--- src/rtl/spi_slave_frame_rx_pkg.sv ---
// rtl/spi_slave_frame_rx_pkg.sv - shared constants, command codes and FSM states for the SPI frame receiver
package spi_slave_frame_rx_pkg;

    localparam int LEN_SPI      = 32;
    localparam int SPI_CODE_LEN = 6;
    localparam int SPI_ADDR_LEN = 10;
    localparam int SPI_DATA_LEN = 16;
    localparam int SYNC_STAGES  = 2;

    // bit counter saturates one past a full frame so long frames stay distinguishable
    localparam int CNT_W = 6;
    localparam logic [CNT_W-1:0] FRAME_BITS = CNT_W'(LEN_SPI);
    localparam logic [CNT_W-1:0] CNT_SAT    = CNT_W'(LEN_SPI + 1);

    typedef enum logic [SPI_CODE_LEN-1:0] {
        CMD_NOP        = 6'd0,
        CMD_RD_ID      = 6'd1,
        CMD_WR_STIM    = 6'd2,
        CMD_RD_STIM    = 6'd3,
        CMD_WR_REC     = 6'd4,
        CMD_RD_REC     = 6'd5,
        CMD_WR_CFG     = 6'd6,
        CMD_RD_CFG     = 6'd7,
        CMD_WR_REG     = 6'd8,
        CMD_RD_REG     = 6'd9,
        CMD_STIM_START = 6'd10,
        CMD_STIM_STOP  = 6'd11,
        CMD_REC_START  = 6'd12,
        CMD_REC_STOP   = 6'd13,
        CMD_WR_IMP     = 6'd14,
        CMD_RD_IMP     = 6'd15,
        CMD_WR_CB      = 6'd16,
        CMD_RD_CB      = 6'd17,
        CMD_CB_OK_LOW  = 6'd18,
        CMD_RD_ADC     = 6'd19,
        CMD_WR_ADC_CFG = 6'd20,
        CMD_RD_STATUS  = 6'd21,
        CMD_CLR_STATUS = 6'd22,
        CMD_SOFT_RST   = 6'd23,
        CMD_ECHO       = 6'd24
    } spi_cmd_e;

    typedef enum logic [1:0] {
        ST_IDLE  = 2'd0,
        ST_SHIFT = 2'd1,
        ST_DONE  = 2'd2
    } spi_state_e;

endpackage

--- src/rtl/spi_slave_frame_rx_pin_sync.sv ---
// rtl/spi_slave_frame_rx_pin_sync.sv - multi-flop synchronizer plus edge detector for one SPI pin
module spi_pin_sync #(
    parameter int   STAGES   = 2,
    parameter logic IDLE_VAL = 1'b0
) (
    input  logic clk,
    input  logic rst_n,
    input  logic pin,
    output logic level,
    output logic rise,
    output logic fall
);

    logic [STAGES-1:0] sync_q;
    logic              prev_q;

    // shift the raw pin through the synchronizer chain; reset parks it at the pin's idle level
    always_ff @(posedge clk) begin
        if (!rst_n) begin
            sync_q <= {STAGES{IDLE_VAL}};
            prev_q <= IDLE_VAL;
        end else begin
            sync_q <= {sync_q[STAGES-2:0], pin};
            prev_q <= sync_q[STAGES-1];
        end
    end

    assign level = sync_q[STAGES-1];
    assign rise  = level & ~prev_q;
    assign fall  = ~level & prev_q;

endmodule

--- src/rtl/spi_slave_frame_rx.sv ---
// rtl/spi_slave_frame_rx.sv - SPI responder: decodes 32-bit LSB-first command frames and returns read data
module spi_slave_frame_rx
    import spi_slave_frame_rx_pkg::*;
#(
    parameter int SYNC_N = SYNC_STAGES
) (
    input  logic                    clk_50M,
    input  logic                    rst_n,
    input  logic                    sck,
    input  logic                    mosi,
    input  logic                    cs_n,
    output logic                    miso,
    output logic                    cmd_valid,
    output logic [SPI_CODE_LEN-1:0] cmd_code,
    output logic [SPI_ADDR_LEN-1:0] cmd_addr,
    output logic [SPI_DATA_LEN-1:0] cmd_data,
    input  logic [LEN_SPI-1:0]      rd_data,
    input  logic                    rd_data_valid,
    output logic                    frame_err,
    output logic                    busy
);

    logic sck_s, sck_rise, sck_fall;
    logic cs_s, cs_rise, cs_fall;
    logic mosi_s, mosi_rise, mosi_fall;
    logic unused_ok;

    spi_pin_sync #(.STAGES(SYNC_N), .IDLE_VAL(1'b1)) u_sync_sck (
        .clk(clk_50M), .rst_n(rst_n), .pin(sck),
        .level(sck_s), .rise(sck_rise), .fall(sck_fall)
    );

    spi_pin_sync #(.STAGES(SYNC_N), .IDLE_VAL(1'b1)) u_sync_cs (
        .clk(clk_50M), .rst_n(rst_n), .pin(cs_n),
        .level(cs_s), .rise(cs_rise), .fall(cs_fall)
    );

    spi_pin_sync #(.STAGES(SYNC_N), .IDLE_VAL(1'b0)) u_sync_mosi (
        .clk(clk_50M), .rst_n(rst_n), .pin(mosi),
        .level(mosi_s), .rise(mosi_rise), .fall(mosi_fall)
    );

    assign unused_ok = &{1'b0, sck_s, sck_fall, cs_s, mosi_rise, mosi_fall};

    spi_state_e         state_q, state_d;
    logic [LEN_SPI-1:0] rx_shift, tx_shift, tx_hold;
    logic [CNT_W-1:0]   bit_cnt;

    // frame state register
    always_ff @(posedge clk_50M) begin
        if (!rst_n) state_q <= ST_IDLE;
        else        state_q <= state_d;
    end

    // frame sequencing: wait for select, shift until deselect, one closing cycle
    always_comb begin
        state_d = state_q;
        case (state_q)
            ST_IDLE:  if (cs_fall) state_d = ST_SHIFT;
            ST_SHIFT: if (cs_rise) state_d = ST_DONE;
            ST_DONE:  state_d = ST_IDLE;
            default:  state_d = ST_IDLE;
        endcase
    end

    // response staging: a strobe coinciding with frame start bypasses the hold register
    always_ff @(posedge clk_50M) begin
        if (!rst_n) begin
            tx_hold  <= '0;
            tx_shift <= '0;
        end else begin
            if (state_q == ST_IDLE && cs_fall) begin
                tx_shift <= rd_data_valid ? rd_data : tx_hold;
                tx_hold  <= '0;
            end else begin
                if (rd_data_valid) tx_hold <= rd_data;
                if (state_q == ST_SHIFT && sck_rise) tx_shift <= tx_shift >> 1;
            end
        end
    end

    // receive shifter and saturating bit counter
    always_ff @(posedge clk_50M) begin
        if (!rst_n) begin
            rx_shift <= '0;
            bit_cnt  <= '0;
        end else if (state_q == ST_IDLE && cs_fall) begin
            bit_cnt <= '0;
        end else if (state_q == ST_SHIFT && sck_rise) begin
            rx_shift <= {mosi_s, rx_shift[LEN_SPI-1:1]};
            if (bit_cnt != CNT_SAT) bit_cnt <= bit_cnt + CNT_W'(1);
        end
    end

    // frame close: publish a good frame or flag a bad one for a single cycle
    always_ff @(posedge clk_50M) begin
        if (!rst_n) begin
            cmd_valid <= 1'b0;
            frame_err <= 1'b0;
            cmd_code  <= '0;
            cmd_addr  <= '0;
            cmd_data  <= '0;
        end else begin
            cmd_valid <= 1'b0;
            frame_err <= 1'b0;
            if (state_q == ST_DONE) begin
                if (bit_cnt == FRAME_BITS) begin
                    cmd_valid <= 1'b1;
                    cmd_code  <= rx_shift[LEN_SPI-1 -: SPI_CODE_LEN];
                    cmd_addr  <= rx_shift[SPI_DATA_LEN +: SPI_ADDR_LEN];
                    cmd_data  <= rx_shift[SPI_DATA_LEN-1:0];
                end else begin
                    frame_err <= 1'b1;
                end
            end
        end
    end

    assign miso = (state_q == ST_SHIFT) & tx_shift[0];
    assign busy = (state_q != ST_IDLE);

endmodule

--- config.mk ---
export PLATFORM = sky130hd
export DESIGN_NAME = spi_slave_frame_rx
export DESIGN_NICKNAME = d
export VERILOG_FILES = /design/src/rtl/spi_slave_frame_rx_pkg.sv /design/src/rtl/spi_slave_frame_rx_pin_sync.sv /design/src/rtl/spi_slave_frame_rx.sv
export SDC_FILE = /design/constraint.sdc
export NUM_CORES = 1
export LEC_CHECK = 0
export ABC_CLOCK_PERIOD_IN_PS = 1400
export CAP_MARGIN = 20
export CORE_MARGIN = 5
export CORE_UTILIZATION = 45
export CTS_CLUSTER_DIAMETER = 150
export DETAILED_ROUTE_END_ITERATION = 8
export GPL_TIMING_DRIVEN = 0
export HOLD_SLACK_MARGIN = 0.03
export MAX_ROUTING_LAYER = met4
export PLACE_DENSITY = 0.75
export REMOVE_ABC_BUFFERS = 1
export SETUP_SLACK_MARGIN = 0.02
export SLEW_MARGIN = 20
export SYNTH_ARGS = -nofsm -noshare
export SYNTH_HDL_FRONTEND = slang
export SYNTH_HIERARCHICAL = 1
export SYNTH_SLANG_ARGS = --single-unit
--- constraint.sdc ---
create_clock -name clk_50M -period 1.4 [get_ports clk_50M]
set_input_delay 0.28 -clock clk_50M [delete_from_list [all_inputs] [get_ports clk_50M]]
set_output_delay 0.28 -clock clk_50M [all_outputs]
set_load 0.01 [all_outputs]
==> flow_metrics.tcl, run 1 <==
set metrics [dict create \
    peakVddDrop_mv 0.6356 \
    track_usage_pct 21.29 \
    slew_viol_final 0 \
    overflow 0 \
    reg2reg_depth 5 \
    num-fill-cells 952 \
    drt-initial-drc-count 408 \
    clkLatencyLatePin_ps 410 \
    finalHoldViolations 0 \
    max_freq_mhz 640.5 \
    syn_to_final_growth_pct 46.86 \
    synth.avg_cell_area_um2 8.962 \
    place_ws_ps -1320 \
    rsz0062_at_grt "true" \
    p_total_uw 9716 \
    p_leak_uw 0.003395 \
    critPathKind "reg2reg" \
    wl_per_cell_um 16.74 \
    ioPinCount 74 \
    antenna_found_initial 1 \
    drive_gt1_share_pct 32.98 \
    cts_root_buf "clkbuf_16" \
    drc 0 \
    cts.clk_slew.worst_paths_ps 60 \
    reg2reg_to "tx_shift[0]" \
    die_w_um 122.4 \
    h-tree-depth 4 \
    hold_class "in2reg" \
    insertedDiodeCount 0 \
    gp_congestion 0.6992 \
    setup_violations 87 \
    maxCapViolCount 0 \
    worstReg2RegStart "state_q[0]" \
    cts_sinks 146 \
    arrival_ps 1900 \
    critPathLaunchType "flop" \
    grt_pass1_wl_mm 24.48 \
    synthCells 634 \
    rrSetupSlack_ps -160 \
    period_share_pct 111.5 \
    min_period_ps 1561 \
    vias_per_cell 5.365 \
    tritoncts "yes" \
    crit_path_end_kind "flop" \
    worstMarginPinSlew_ps 774.5 \
    vias 4941 \
    cts_made_buffers 17 \
    rows 41 \
    finalInstanceArea_um2 8344 \
    clock_tree.buffer_depth 2 \
    wirelength_mm 15.42 \
    grt_pass1_vias 4951 \
    run_status "finished, violations left" \
    die_area_um2 14970 \
    clock_skew_ps 6.153 \
    crit_end "tx_shift[0]" \
    drtPass1Iterations 5 \
    synth.cell_area_um2 5682 \
    portBuffers 73 \
    violations "setup timing" \
    route.antenna.remaining_nets 0 \
    fin_ws_ps -161.2 \
    fp.dieH_um 122.4 \
    cp.required_ps 1740 \
    startpoint "state_q[0]" \
    core_area_um2 12520 \
    grt_max_degree 82 \
    cts_hold_buffers 0 \
    p_per_area_nw_per_um2 1164 \
    synth_warnings 6 \
    initial_utilization_pct 45.39 \
    crit_fanout 7 \
    final_nets 777 \
    postPlaceCellArea_um2 6477 \
    dp_hpwl_mm 7.125 \
    slew_headroom_pct 48.37 \
]
-- metrics by stage --
step / utilization [%] / setup TNS, ps / std cells / hold WS [ps]
5_1_grt: 66.66 / -8810 / 921 / 196.0
4_1_cts: 64.83 / -5796 / 921 / 241.1
3_3_place_gp: 50.88 / -487300 / 828 / 390.7
6_report: 66.66 / -4875 / 921 / 185.4
2_1_floorplan: - / -89810 / 583 / 353.0
3_5_place_dp: 51.75 / -75110 / 834 / 397.7
-- cells in the final DEF (no fill, tap or decap), types with 5 or more instances in the layout --
master,count
or3b_4,7
nand2_2,27
buf_16,9
dfxtp_1,138
nand2b_1,6
and3_4,10
o21ai_1,5
dlygate4sd2_1,34
mux2_2,30
dfxtp_2,6
clkdlybuf4s50_1,35
o21ai_2,21
buf_6,13
nand2_1,156
clkbuf_16,18
a21oi_2,24
and3_1,20
buf_4,17
mux2i_1,35
a21oi_1,15
nand2_4,9
a31oi_1,29
buf_12,10
-- worst min-delay path by stage --
stage	end	startpoint	slack [ps]	cells after the start
final	u_sync_sck/sync_q[0]	rst_n	190	2
after global routing	u_sync_sck/sync_q[0]	rst_n	200	2
after CTS	u_sync_sck/sync_q[0]	rst_n	240	2
after detailed placement	u_sync_sck/sync_q[1]	u_sync_sck/sync_q[0]	400	1
after global placement	u_sync_sck/sync_q[1]	u_sync_sck/sync_q[0]	390	1
after floorplan	u_sync_sck/prev_q	rst_n	350	1
-- layout make-up --
| type | instances | area (um2) | area share (%) |
|---|---|---|---|
| multi-input cells | 442 | 3087 | 36.99 |
| flip-flops and latches | 146 | 2938 | 35.21 |
| repair buffers | 126 | 1470 | 17.62 |
| clock buffers | 23 | 488.0 | 5.848 |
| well taps | 172 | 215.2 | 2.579 |
| clock inverters | 9 | 127.6 | 1.529 |
| inverters | 3 | 18.77 | 0.2249 |
-- worst max-delay path, cell delays in order, from the launching register on --
cell       delay, ps
dfxtp_4          350
buf_4            160
or3b_4           490
buf_6            180
a2bb2oi_2        160
a21oi_2          150
-- flip-flops by register name, indices dropped and copies added, names as in the netlist, 2 cells and up --
register	flops
bit_cnt	6
cmd_addr	10
cmd_code	6
cmd_data	16
rx_shift	32
state_q	2
tx_hold	32
tx_shift	32
u_sync_cs/sync_q	2
u_sync_mosi/sync_q	2
u_sync_sck/sync_q	2
-- routing by layer --
metal / vias to the layer above / GRT usage [%] / wire (um)
li1: 2377 / - / -
met1: 2400 / 26.75 / 6808
met2: 131 / 34.90 / 7685
met3: 33 / 3.825 / 623
met4: 0 / 6.858 / 303
met5: - / - / 0
-- where the power goes --
part	internal [uW]	switching [uW]	leakage, uW
clock	2990	1700	0.000295
combinational	371	345	0.00191
sequential	4270	48.2	0.00119
-- what timing repair did --
action / CTS / global route
pin swaps: 65 / 15
gates resized for setup: 186 / 84
setup buffers: 36 / 4
endpoints found under the setup margin: 171 / 137
gates cloned: 19 / 2
No activity file was read; power rests on OpenSTA's default activity.
==> inputs of run 2 (changes only) <==
Settings changed: ABC_CLOCK_PERIOD_IN_PS 1400 to 1730, PLACE_DENSITY 0.75 to 0.72.
Clock period 1.4 ns to 1.73 ns, I/O delays scaled along.
==> run 2 against run 1 <==
The run now ends clean; critical endpoint is now cmd_data[5]; first-iteration DRC count shrank 22%; flip-flop and latch count is the same; critical path type is now reg2out; highest routed layer unchanged; largest cell class is now registers; via count shrank 9.2%; register-to-register slack gained 260 ps; design area shrank 13%; cell count shrank 4.3%; combinational power shrank 44%.
==> flow_metrics.tcl, run 2 (synthesis gave the netlist of run 1 again) <==
set metrics [dict create \
    vias 4487 \
    final_nets 738 \
    clkLatencyLatePin_ps 400 \
    setup_violations 0 \
    crit_fanout 2 \
    core_area_um2 12520 \
    die_area_um2 14970 \
    grt_pass1_wl_mm 20.01 \
    place_ws_ps -1013 \
    overflow 0 \
    cts_sinks 146 \
    p_leak_uw 0.002867 \
    grt_max_degree 89 \
    arrival_ps 1330 \
    grt_pass1_vias 4229 \
    crit_buf_inv 1 \
    drt-initial-drc-count 318 \
    peakVddDrop_mv 0.4968 \
    crit_path_end_kind "output pin" \
    layout_commonest_cell "nand2_1" \
    dp_hpwl_mm 6.955 \
    drive_gt1_share_pct 13.40 \
    insertedDiodeCount 0 \
    clock_skew_ps 9.553 \
    dp_cells 835 \
    run_status "finished clean" \
    wirelength_mm 12.10 \
    period_share_pct 97.06 \
    rows 41 \
    syn_to_final_growth_pct 27.92 \
    crit_family "buffers and inverters" \
    track_usage_pct 17.04 \
    antenna_found_initial 0 \
    cts_root_buf "clkbuf_16" \
    cp_cell_sequence "clkdlybuf4s50_1" \
    h-tree-depth 4 \
    portBuffers 73 \
    finalHoldViolations 0 \
    cts_made_buffers 17 \
    worstMarginPinSlew_ps 737.0 \
    max_freq_mhz 595.6 \
    critical_path.max_stage_delay_ps 560 \
    p_per_area_nw_per_um2 1038 \
    drtPass1Iterations 6 \
    hold_path_depth 3 \
    min_period_ps 1679 \
    layout_common_cells "nand2_1, dfxtp_1, clkdlybuf4s50_1" \
    critPathLaunchType "flop" \
    cp_slowest_cell "clkdlybuf4s50_1" \
    fin_ws_ps 50.93 \
    initial_utilization_pct 45.39 \
    vias_per_cell 5.093 \
    hold_slack_ps 399.5 \
    ioPinCount 74 \
    cp.required_ps 1380 \
    cts.clk_slew.worst_paths_ps 60 \
    slew_viol_final 0 \
    die_w_um 122.4 \
    tritoncts "yes" \
    cp.depth 1 \
    slew_headroom_pct 50.87 \
    maxCapViolCount 0 \
    drc 0 \
    rsz0062_at_grt "false" \
    top_regs "rx_shift: 32 flops, tx_hold: 32 flops, tx_shift: 32 flops" \
    reg2reg_depth 5 \
    route.antenna.remaining_nets 0 \
    hold_class "in2reg" \
    clock_tree.buffer_depth 2 \
    final_cells 881 \
    critPathKind "reg2out" \
    fp.dieH_um 122.4 \
    wl_per_cell_um 13.73 \
    gp_congestion 0.7470 \
]
run 2: path summary, 6_finish.rpt:
path                        start                    to  slack (ps)
max                   cmd_data[5]           cmd_data[5]          50
max reg2reg  u_sync_sck/sync_q[1]            bit_cnt[5]         100
min reg2reg  u_sync_sck/sync_q[0]  u_sync_sck/sync_q[1]         400
min                         rst_n          tx_shift[25]         400
run 2: what timing repair did:
action | in CTS | in global routing
gates cloned | 3 | 1
resized for setup | 12 | 7
pin swaps | 3 | 2
hold buffers | 0 | 0
setup endpoints to repair | 75 | 71
buffers inserted | 8 | 3
run 2: layout make-up:
type,instances,area [um2]
multi-input combinational,438,2560
inverter,3,16.27
fill,1146,5249
sequential,146,2932
clock buffer,21,460.4
clock inverter,10,133.9
tap,172,215.2
timing repair buffer,91,950.9
run 2: routing by layer:
layer / vias up / track usage [%] / share of wire [%] / wire length, um
met2: 87 / 26.86 / 48 / 5751
met4: 0 / 5.318 / 1.0 / 123
met5: - / - / 0 / 0
met1: 2111 / 22.11 / 48 / 5810
met3: 12 / 3.502 / 3.4 / 413
li1: 2277 / - / - / -
run 2: power breakdown:
part / internal (uW) / switching [uW] / total [uW]
Clock: 2330 / 1320 / 3650
Sequential: 3450 / 37.5 / 3490
Combinational: 212 / 189 / 400
run 2: metrics by stage:
step | util, % | setup TNS, ps | power [uW] | cell area [um2]
5_1_grt | 58.07 | 0 | 7816 | 7268
2_1_floorplan | - | -47270 | 3747 | 5423
3_5_place_dp | 51.81 | -32320 | 3944 | 6485
3_3_place_gp | 50.88 | -446610 | 3929 | 6369
6_report | 58.07 | 0 | 7541 | 7268
4_1_cts | 57.60 | 0 | 7596 | 7209
==> inputs of run 3 (changes only) <==
Settings changed: ABC_CLOCK_PERIOD_IN_PS 1730 to 1900.
Clock period 1.73 ns to 1.9 ns, I/O delays scaled along.
==> run 3 against run 2 <==
First-iteration DRC count grew 15%; non-clock buffer count shrank 8; global-route usage shrank 0.77 points; hold slack gained 4.2 ps; cell count shrank 1.0%; sequential share of layout area grew 0.60 points; combinational power shrank 12%; setup slack gained 50 ps; sequential power shrank 8.9%; via count shrank 2.3%; count of clock-buffer cells in the layout is the same; clock skew shrank 0.99 ps; critical path type unchanged.
==> flow_metrics.tcl, run 3 (synthesis gave the netlist of run 1 again) <==
set metrics [dict create \
    run_status "finished clean" \
    hold_class "reg2reg" \
    clock_skew_ps 8.559 \
    dp_hpwl_mm 6.955 \
    grt_max_degree 89 \
    hold_slack_ps 403.6 \
    route.antenna.remaining_nets 0 \
    vias 4382 \
    hold_start "u_sync_sck/sync_q[0]" \
    reg2reg_to "tx_shift[20]" \
    cts_sinks 146 \
    postPlaceCellArea_um2 6485 \
    final_nets 729 \
    vias_per_cell 5.025 \
    drc 0 \
    crit_fanout 13 \
    fp.dieH_um 122.4 \
    die_area_um2 14970 \
    die_w_um 122.4 \
    max_freq_mhz 555.8 \
    slew_viol_final 0 \
    clock_tree.buffer_depth 2 \
    dp_cells 835 \
    cp_cell_sequence "and3b_1, dlygate4sd2_1" \
    portBuffers 73 \
    worstReg2RegStart "u_sync_cs/prev_q" \
    critPathKind "reg2out" \
    period_share_pct 94.70 \
    insertedDiodeCount 0 \
    drive_gt1_share_pct 12.29 \
    cts.clk_slew.worst_paths_ps 60 \
    rrSetupSlack_ps 170 \
    finalHoldViolations 0 \
    peakVddDrop_mv 0.4474 \
    reg2reg_depth 5 \
    layout_common_cells "nand2_1, dfxtp_1, clkdlybuf4s50_1" \
    drt-initial-drc-count 366 \
    critical_path.max_stage_delay_ps 520 \
    dr_wl_met2_mm 5.608 \
    core_area_um2 12520 \
    rsz0062_at_grt "true" \
    track_usage_pct 16.27 \
    grt_pass1_vias 4131 \
    initial_utilization_pct 45.39 \
    tritoncts "yes" \
    wirelength_mm 11.64 \
    antenna_found_initial 0 \
    grt_pass1_wl_mm 19.16 \
    slew_headroom_pct 50.63 \
    cp.required_ps 1520 \
    crit_path_end_kind "output pin" \
    crit_family "flip-flops" \
    p_leak_uw 0.002892 \
    maxCapViolCount 0 \
    finalInstanceArea_um2 7153 \
    final_cells 872 \
    p_per_area_nw_per_um2 955.6 \
    rows 41 \
    critPathLaunchType "flop" \
    setup_violations 0 \
    crit_buf_inv 1 \
    drtPass1Iterations 4 \
    gp_congestion 0.7470 \
    syn_to_final_growth_pct 25.90 \
    wl_per_cell_um 13.35 \
    overflow 0 \
    min_to "u_sync_sck/sync_q[1]" \
    clkLatencyLatePin_ps 400 \
    ioPinCount 74 \
    cts_root_buf "clkbuf_16" \
    worstMarginPinSlew_ps 740.6 \
    final_core_utilization_pct 57.15 \
    layout_commonest_cell "nand2_1" \
    cts_made_buffers 17 \
    top_regs "rx_shift: 32 flops, tx_hold: 32 flops, tx_shift: 32 flops" \
    tns_ps 0 \
    hold_path_depth 1 \
    h-tree-depth 4 \
    cp_slowest_cell "dfxtp_2" \
    min_period_ps 1799 \
    arrival_ps 1420 \
    top_layer_used "met4" \
    wl_met1_mm 5.559 \
    wl_met3_um 374 \
]
==> run 3: where the power goes <==
group / leakage, uW / switching [uW] / internal [uW]
registers: 0.00119 / 34.5 / 3150
logic: 0.00141 / 167 / 186
clock network: 0.000289 / 1180 / 2120
==> run 3: how the worst max path moves through the flow <==
| stage | endpoint | depth (start not counted) | start | slack [ps] |
|---|---|---|---|---|
| finish | miso | 2 | state_q[1] | 100 |
| global route | miso | 2 | state_q[1] | 30 |
| CTS | cmd_addr[8] | 3 | bit_cnt[4] | 10 |
| detailed placement | state_q[0] | 3 | rst_n | -880 |
| global placement | state_q[0] | 3 | rst_n | -4940 |
| floorplan | bit_cnt[5] | 4 | u_sync_sck/sync_q[1] | -770 |
==> run 3: worst register-to-register path, cell delays in order (launching register included) <==
cell,delay (ps)
dfxtp_1,330
nor2b_2,270
or3b_4,520
buf_12,220
o21ai_0,210
a31oi_1,60
==> run 3: per-stage QoR <==
step / worst slack (ps) / power [uW]
finish: 100.7 / 6835
global route: 33.51 / 7113
CTS: 10.84 / 6905
detailed placement: -876.9 / 3591
global placement: -4939 / 3577
floorplan: -769.7 / 3411
==> run 3: routing by layer <==
| metal | GRT usage, % | vias to the layer above |
|---|---|---|
| met5 | - | - |
| met4 | 5.108 | 0 |
| met3 | 3.456 | 6 |
| met2 | 26.14 | 84 |
| met1 | 20.61 | 2035 |
| li1 | - | 2257 |
==> run 3: cell type report <==
class / instances / area (um2)
Timing Repair Buffer: 83 / 863.3
Multi-Input combinational cell: 437 / 2539
Fill cell: 1160 / 5364
Clock buffer: 21 / 460.4
Clock inverter: 10 / 133.9
Tap cell: 172 / 215.2
Sequential cell: 146 / 2928
Inverter: 3 / 13.76
==> run 3: repair_timing <==
item	in CTS	in global routing
gates resized for setup	8	3
setup buffers	0	3
hold buffers	0	0
setup endpoints to repair	69	38
cloned	1	2
pin swaps	1	2
endpoints found under the hold margin	0	0
